<file path="config.mk">
export PLATFORM = sky130hd
export DESIGN_NAME = capture_cps_limiter_flat
export DESIGN_NICKNAME = d
export VERILOG_FILES = /design/src/rtl/capture_cps_limiter_pkg.sv /design/src/rtl/capture_cps_limiter_if.sv /design/src/rtl/capture_cps_limiter_timer.sv /design/src/rtl/capture_cps_limiter.sv /design/src/flat_wrapper.sv
export SDC_FILE = /design/constraint.sdc
export NUM_CORES = 1
export LEC_CHECK = 0
export ABC_AREA = 1
export BUFFER_PORTS_ARGS = -buffer_cell sky130_fd_sc_hd__buf_4
export CORE_AREA = 5 5 116 146
export DETAILED_ROUTE_END_ITERATION = 6
export DIE_AREA = 0 0 121 151
export PLACE_DENSITY = 0.85
export SYNTH_ARGS = -nofsm -noshare
export SYNTH_HDL_FRONTEND = slang
export SYNTH_SLANG_ARGS = --single-unit
</file>
<file path="constraint.sdc">
create_clock -name user_clk -period 5.5 [get_ports user_clk]
set_clock_uncertainty 0.05 [all_clocks]
set_input_delay 0.55 -clock user_clk [delete_from_list [all_inputs] [get_ports user_clk]]
set_output_delay 0.55 -clock user_clk [all_outputs]
set_load 0.005 [all_outputs]
</file>
<file path="src/rtl/capture_cps_limiter_pkg.sv">
// capture_cps_pkg: shared types and helpers for the capture-path rate limiter.
// Latency: n/a (declarations only).
// Backpressure: n/a.
// Contents: limiter FSM state enum, counter width, saturating increment.
package capture_cps_pkg;

    localparam int CNT_W = 32;

    typedef enum logic {
        PASS  = 1'b0,
        LIMIT = 1'b1
    } cps_state_e;

    // Counters stick at all-ones instead of wrapping back to zero.
    function automatic logic [CNT_W-1:0] sat_inc(input logic [CNT_W-1:0] v);
        return (&v) ? v : v + 1'b1;
    endfunction

endpackage

</file>
<file path="src/rtl/capture_cps_limiter_if.sv">
// capture_cps_limiter_if: event input stream plus limited output stream.
// Latency: n/a (wiring only).
// Backpressure: valid/ready on both streams; slave is the limiter's view.
// Signals: evt_valid/evt_data/evt_ready (in stream), out_valid/out_data/out_ready (out stream).
interface capture_cps_limiter_if #(
    parameter int DATA_W = 64
);
    logic              evt_valid;
    logic [DATA_W-1:0] evt_data;
    logic              evt_ready;
    logic              out_valid;
    logic [DATA_W-1:0] out_data;
    logic              out_ready;

    modport master (
        output evt_valid, evt_data, out_ready,
        input  evt_ready, out_valid, out_data
    );

    modport slave (
        input  evt_valid, evt_data, out_ready,
        output evt_ready, out_valid, out_data
    );
endinterface

</file>
<file path="src/rtl/capture_cps_limiter_timer.sv">
// cps_window_timer: free-running rate-window counter, 0..WINDOW_CYC-1 then wrap.
// Latency: win_tick is decoded from the count register, high on the window's last cycle.
// Backpressure: none; runs every cycle.
// Ports: user_clk, user_rst_n (async active-low), win_tick (out).
module cps_window_timer #(
    parameter int WINDOW_CYC = 250000000
) (
    input  logic user_clk,
    input  logic user_rst_n,
    output logic win_tick
);
    localparam int            TW   = (WINDOW_CYC > 1) ? $clog2(WINDOW_CYC) : 1;
    localparam logic [TW-1:0] LAST = TW'(WINDOW_CYC - 1);

    logic [TW-1:0] cnt;

    assign win_tick = (cnt == LAST);

    always_ff @(posedge user_clk or negedge user_rst_n) begin
        if (!user_rst_n) begin
            cnt <= '0;
        end else if (win_tick) begin
            cnt <= '0;
        end else begin
            cnt <= cnt + 1'b1;
        end
    end
endmodule

</file>
<file path="src/rtl/capture_cps_limiter.sv">
// capture_cps_limiter: passes at most lim_q photon events per window, drops the rest.
// Latency: 1 cycle from accepted event to out_valid; dropped events never reach the output.
// Backpressure: evt_ready = !out_valid || out_ready in both states, so drops also wait on the output register.
// Ports: user_clk, user_rst_n, cps_lim, bus (slave: evt_* in, out_* out), win_tick, limiting,
//        last_pass_cnt/last_drop_cnt (previous-window stats, only built with CPS_LIM_STATS_EN).
module capture_cps_limiter #(
    parameter int DATA_W     = 64,
    parameter int WINDOW_CYC = 250000000,
    parameter int CNT_W      = 32
) (
    input  logic                 user_clk,
    input  logic                 user_rst_n,
    input  logic [31:0]          cps_lim,
    capture_cps_limiter_if.slave bus,
    output logic                 win_tick,
    output logic                 limiting,
    output logic [CNT_W-1:0]     last_pass_cnt,
    output logic [CNT_W-1:0]     last_drop_cnt
);
    import capture_cps_pkg::*;

    cps_state_e        state, state_nxt;
    logic [CNT_W-1:0]  lim_q;
    logic [CNT_W-1:0]  pass_cnt, pass_nxt;
    logic [DATA_W-1:0] out_data_q;
    logic              out_valid_q;
    logic              evt_rdy;
    logic              evt_acc;
    logic              evt_pass;

    cps_window_timer #(.WINDOW_CYC(WINDOW_CYC)) u_timer (
        .user_clk   (user_clk),
        .user_rst_n (user_rst_n),
        .win_tick   (win_tick)
    );

    assign evt_rdy       = !out_valid_q || bus.out_ready;
    assign evt_acc       = bus.evt_valid && evt_rdy;
    assign evt_pass      = evt_acc && (state == PASS);
    // pass_nxt includes an event accepted on the tick cycle, so the snapshot sees it.
    assign pass_nxt      = evt_pass ? sat_inc(pass_cnt) : pass_cnt;

    assign bus.evt_ready = evt_rdy;
    assign bus.out_valid = out_valid_q;
    assign bus.out_data  = out_data_q;

    always_ff @(posedge user_clk or negedge user_rst_n) begin
        if (!user_rst_n) begin
            state <= PASS;
        end else begin
            state <= state_nxt;
        end
    end

    always_comb begin
        state_nxt = state;
        if (win_tick) begin
            state_nxt = PASS;
        end else if (evt_pass && (lim_q != '0) && (pass_nxt == lim_q)) begin
            state_nxt = LIMIT;
        end
    end

    always_comb begin
        limiting = (state == LIMIT);
    end

    // A new limit only applies from the window boundary onward.
    always_ff @(posedge user_clk or negedge user_rst_n) begin
        if (!user_rst_n) begin
            lim_q    <= '0;
            pass_cnt <= '0;
        end else if (win_tick) begin
            lim_q    <= CNT_W'(cps_lim);
            pass_cnt <= '0;
        end else begin
            pass_cnt <= pass_nxt;
        end
    end

    // Accepting implies the register is empty or draining, so a drop simply empties it.
    always_ff @(posedge user_clk or negedge user_rst_n) begin
        if (!user_rst_n) begin
            out_valid_q <= 1'b0;
            out_data_q  <= '0;
        end else if (evt_acc) begin
            out_valid_q <= evt_pass;
            if (evt_pass) begin
                out_data_q <= bus.evt_data;
            end
        end else if (bus.out_ready) begin
            out_valid_q <= 1'b0;
        end
    end

`ifdef CPS_LIM_STATS_EN
    logic [CNT_W-1:0] drop_cnt, drop_nxt;
    logic [CNT_W-1:0] last_pass_q, last_drop_q;

    assign drop_nxt = (evt_acc && (state == LIMIT)) ? sat_inc(drop_cnt) : drop_cnt;

    always_ff @(posedge user_clk or negedge user_rst_n) begin
        if (!user_rst_n) begin
            drop_cnt    <= '0;
            last_pass_q <= '0;
            last_drop_q <= '0;
        end else if (win_tick) begin
            drop_cnt    <= '0;
            last_pass_q <= pass_nxt;
            last_drop_q <= drop_nxt;
        end else begin
            drop_cnt    <= drop_nxt;
        end
    end

    assign last_pass_cnt = last_pass_q;
    assign last_drop_cnt = last_drop_q;
`else
    assign last_pass_cnt = '0;
    assign last_drop_cnt = '0;
`endif
endmodule

</file>
<file path="src/flat_wrapper.sv">
// flat-port wrapper written by rule: the top's interface ports become plain ports
module capture_cps_limiter_flat import capture_cps_pkg::*;
#(
    parameter int DATA_W     = 64,
    parameter int WINDOW_CYC = 250000000,
    parameter int CNT_W      = 32
)
  (user_clk, user_rst_n, cps_lim, win_tick, limiting, last_pass_cnt, last_drop_cnt, bus_evt_valid, bus_evt_data, bus_out_ready, bus_evt_ready, bus_out_valid, bus_out_data);
  capture_cps_limiter_if #(.DATA_W(DATA_W)) bus_i ();
  input  logic user_clk;
  input  logic user_rst_n;
  input  logic [31:0] cps_lim;
  output logic win_tick;
  output logic limiting;
  output logic [CNT_W-1:0] last_pass_cnt;
  output logic [CNT_W-1:0] last_drop_cnt;
  input wire logic [$bits(bus_i.evt_valid)-1:0] bus_evt_valid;
  input wire logic [$bits(bus_i.evt_data)-1:0] bus_evt_data;
  input wire logic [$bits(bus_i.out_ready)-1:0] bus_out_ready;
  output wire logic [$bits(bus_i.evt_ready)-1:0] bus_evt_ready;
  output wire logic [$bits(bus_i.out_valid)-1:0] bus_out_valid;
  output wire logic [$bits(bus_i.out_data)-1:0] bus_out_data;
  assign bus_i.evt_valid = bus_evt_valid;
  assign bus_i.evt_data = bus_evt_data;
  assign bus_i.out_ready = bus_out_ready;
  assign bus_evt_ready = bus_i.evt_ready;
  assign bus_out_valid = bus_i.out_valid;
  assign bus_out_data = bus_i.out_data;
  capture_cps_limiter #(.DATA_W(DATA_W), .WINDOW_CYC(WINDOW_CYC), .CNT_W(CNT_W)) u_core (.user_clk(user_clk), .user_rst_n(user_rst_n), .cps_lim(cps_lim), .bus(bus_i), .win_tick(win_tick), .limiting(limiting), .last_pass_cnt(last_pass_cnt), .last_drop_cnt(last_drop_cnt));
endmodule
</file>
==> load_flow_metrics.sql <==
INSERT INTO impl_metrics (metric_group, metric, value, unit) VALUES
('route', 'detailedRoute.firstIterationViolations', '571', ''),
('synthesis', 'syn_area_per_cell', '7.61', 'sq um'),
('worst_setup_path', 'crit-reg2reg-capture', 'u_core.limiting', ''),
('grt', 'global_route_total_overflow', '0', ''),
('synthesis', 'post_synth_and_or_nand_nor_area_fraction', '34.9', '%'),
('floorplanning', 'starting_density_of_the_core', '56.7', '%'),
('clock_tree', 'cts.sink_count', '158', ''),
('grt', 'first_global_vias', '7623', ''),
('grt', 'gr-usage-all-layers', '25.0', '%'),
('layout', 'most_frequent_cells_in_the_layout', 'nand2_1 (419), buf_4 (171), dfrtp_1 (158), inv_1 (108), nor2_1 (84)', ''),
('route', 'drc_errors', '0', ''),
('job', 'max_cap_viol_count', '0', ''),
('worst_setup_path', 'critPathTopFamily', 'simple AND/OR/NAND/NOR gates', ''),
('timing', 'slew_headroom', '32.7', '%'),
('worst_setup_path', 'worstPathMaxFanout', '40', ''),
('worst_setup_path', 'launch_point_of_the_critical_path', 'u_core.limiting', ''),
('status', 'status', 'finished, final reports clean', ''),
('worst_setup_path', 'timing.reg2reg.worst_path_depth', '17', ''),
('synthesis', 'yosys-mux-area-fraction', '0', '%'),
('route', 'post_drt_via_cell_ratio', '5.04', ''),
('clock_tree', 'cts_tree', 'yes', ''),
('power_and_ir_drop', 'power.static_leakage', '0.00568', 'uW'),
('synthesis', 'synth_compound_area_share', '4.38', '%'),
('synthesis', 'synthAdderAreaFrac', '0.287', '%'),
('grt', 'grt_antenna_before_repair', '0', ''),
('floorplanning', 'die_w', '121', 'microns'),
('worst_setup_path', 'cp_num_cells', '17', ''),
('layout', 'layout.cells.most_common', 'nand2_1', ''),
('worst_setup_path', 'arrival_time_of_data_at_the_critical_path_endpoint', '3420', 'ps'),
('layout', 'areaGrowthSynthToFinish', '20.1', '%'),
('synthesis', 'synth.yosys.seq_area_share', '45.4', '%'),
('floorplanning', 'fp.dieH', '151', 'microns'),
('synthesis', 'synth_area', '0.00871', 'sq mm'),
('timing', 'final-max-slew-violation-count', '0', ''),
('route', 'drt_first_pass_iters', '5', ''),
('clock_tree', 'insertion_delay', '430', 'ps'),
('worst_setup_path', 'worst_path_most_repeated_cell', 'nand2_1', ''),
('route', 'vias', '7702', ''),
('clock_tree', 'htree_num_levels', '4', ''),
('power_and_ir_drop', 'p_per_area', '229', 'mW/mm^2'),
('placed_design', 'dpl.hpwl', '16800', 'microns'),
('worst_setup_path', 'critPathSlowestCell', 'nor2_4', ''),
('placed_design', 'numPortBuffers', '167', ''),
('timing', 'worst_hold_slack', '219', 'ps'),
('worst_setup_path', 'worstReg2RegStart', 'u_core.limiting', ''),
('worst_hold_path', 'hp-class', 'input pin to async pin', ''),
('worst_setup_path', 'crit_path_max_incr_delay', '780', 'ps'),
('clock_tree', 'post_cts.repair.setup_buffers', '0', ''),
('floorplanning', 'row_count', '51', ''),
('worst_setup_path', 'crit_end', 'u_core.limiting', ''),
('timing', 'setup-tns-final', '0', 'ps'),
('clock_tree', 'ctsResizeCount', '0', ''),
('synthesis', 'synth_top_family_by_area', 'simple AND/OR/NAND/NOR gates', ''),
('route', 'antenna_left', '0', ''),
('layout', 'nNetsFinal', '1405', ''),
('timing', 'tightestPinTransition', '1010', 'ps'),
('timing', 'final.min_clock_period', '3130', 'ps'),
('clock_tree', 'maximum_buffer_depth_of_the_clock_tree', '2', ''),
('power_and_ir_drop', 'vdd_ir_drop_max', '0.000195', 'V'),
('grt', 'grt_pass1_wl', '36400', 'microns'),
('clock_tree', 'cts_made_buffers', '17', ''),
('worst_setup_path', 'path_buf_inv', '2', ''),
('synthesis', 'post_synth_num_cell_types', '46', ''),
('floorplanning', 'area_of_the_placeable_core', '0.0154', 'sq mm'),
('worst_setup_path', 'setup_slack_of_the_worst_register_to_register_path', '2370', 'ps'),
('timing', 'hold_viol_final', '0', ''),
('floorplanning', 'die_area', '0.0183', 'sq mm'),
('worst_setup_path', 'type_of_origin_of_the_critical_path', 'flip-flop', ''),
('route', 'drt-total-wl', '22500', 'microns'),
('floorplanning', 'top_level_ports', '232', ''),
('synthesis', 'synth_seq_cells', '158', '');
stage by stage:
stage	power [uW]	std cells	instance area [sq um]	worst slack, ps	utilization [%]
after floorplan	1230	1208	8950	3420	-
final	2390	1528	10500	2370	68.0
after CTS	2410	1528	10500	2360	68.0
after global routing	2470	1528	10500	2100	68.0
after detailed placement	1270	1496	9900	2270	64.3
after global placement	1270	1496	9900	2370	64.3
how the worst min path moves through the flow:
stage,slack (ps),startpoint,to
after floorplan,200,user_rst_n,u_core.bus.out_data[0]
after global placement,400,u_core.u_timer.cnt[0],u_core.u_timer.cnt[0]
after detailed placement,400,u_core.u_timer.cnt[0],u_core.u_timer.cnt[0]
after CTS,250,bus_evt_data[30],u_core.bus.out_data[30]
after global routing,250,bus_evt_data[25],u_core.bus.out_data[25]
final,220,user_rst_n,u_core.lim_q[27]
sequential cells by signal (all words and copies together) (netlist names):
name and count:
u_core.lim_q 32, u_core.pass_cnt 32, u_core.u_timer.cnt 28, u_core.limiting 1
u_core.bus.out_valid 1, u_core.bus.out_data 64
layer usage:
layer | vias to the layer above | wire (microns) | track usage (%)
met2 | 287 | 11400 | 43.8
met4 | 0 | 535 | 8.67
met3 | 41 | 1910 | 8.14
met1 | 3577 | 8640 | 28.8
li1 | 3797 | - | -
met5 | - | 0 | 0
synthesized netlist by cell type, types with 2 or more instances:
master | number | area share (%)
nand2_1 | 420 | 18
dfrtp_1 | 158 | 45
inv_1 | 108 | 4.7
nor2_1 | 84 | 3.6
nand3_1 | 73 | 4.2
buf_4 | 64 | 5.5
o21ai_0 | 40 | 2.3
nand4_1 | 28 | 2.0
a21oi_1 | 23 | 1.3
clkbuf_1 | 23 | 0.99
xor2_1 | 19 | 1.9
nor4_1 | 12 | 0.86
nor2_2 | 11 | 0.79
nor3_1 | 11 | 0.63
nand3_2 | 7 | 0.80
nor2_4 | 7 | 0.90
nand2_2 | 6 | 0.43
o21ai_1 | 4 | 0.23
or2_2 | 4 | 0.29
xnor2_1 | 4 | 0.40
buf_1 | 3 | 0.13
buf_6 | 3 | 0.39
nand2_4 | 3 | 0.39
nand3b_1 | 3 | 0.26
xnor3_1 | 3 | 0.78
buf_2 | 2 | 0.11
ha_1 | 2 | 0.29
nor4_4 | 2 | 0.49
cells by family (layout without fill, tap and decap cells):
logic type,Yosys count,in the layout
compound gates,73,73
xor+xnor,26,26
fa+ha+maj,2,2
buf+inv,206,314
flops,158,158
other cells,1,64
simple gates,679,679
power by group:
| part | switching, uW | total (uW) | internal, uW |
|---|---|---|---|
| combinational | 43.1 | 87.4 | 44.2 |
| clock | 492 | 1140 | 651 |
| sequential | 0 | 1160 | 1160 |
final cells by class:
cell class	instances	area [sq um]
fillers	1298	4910
multi-input cells	844	3970
flip-flops and latches	158	3950
repair buffers	172	1290
clock buffers	21	460
inverters	110	413
well taps	212	265
clock inverters	11	108
(Power assumes the default switching activity.)
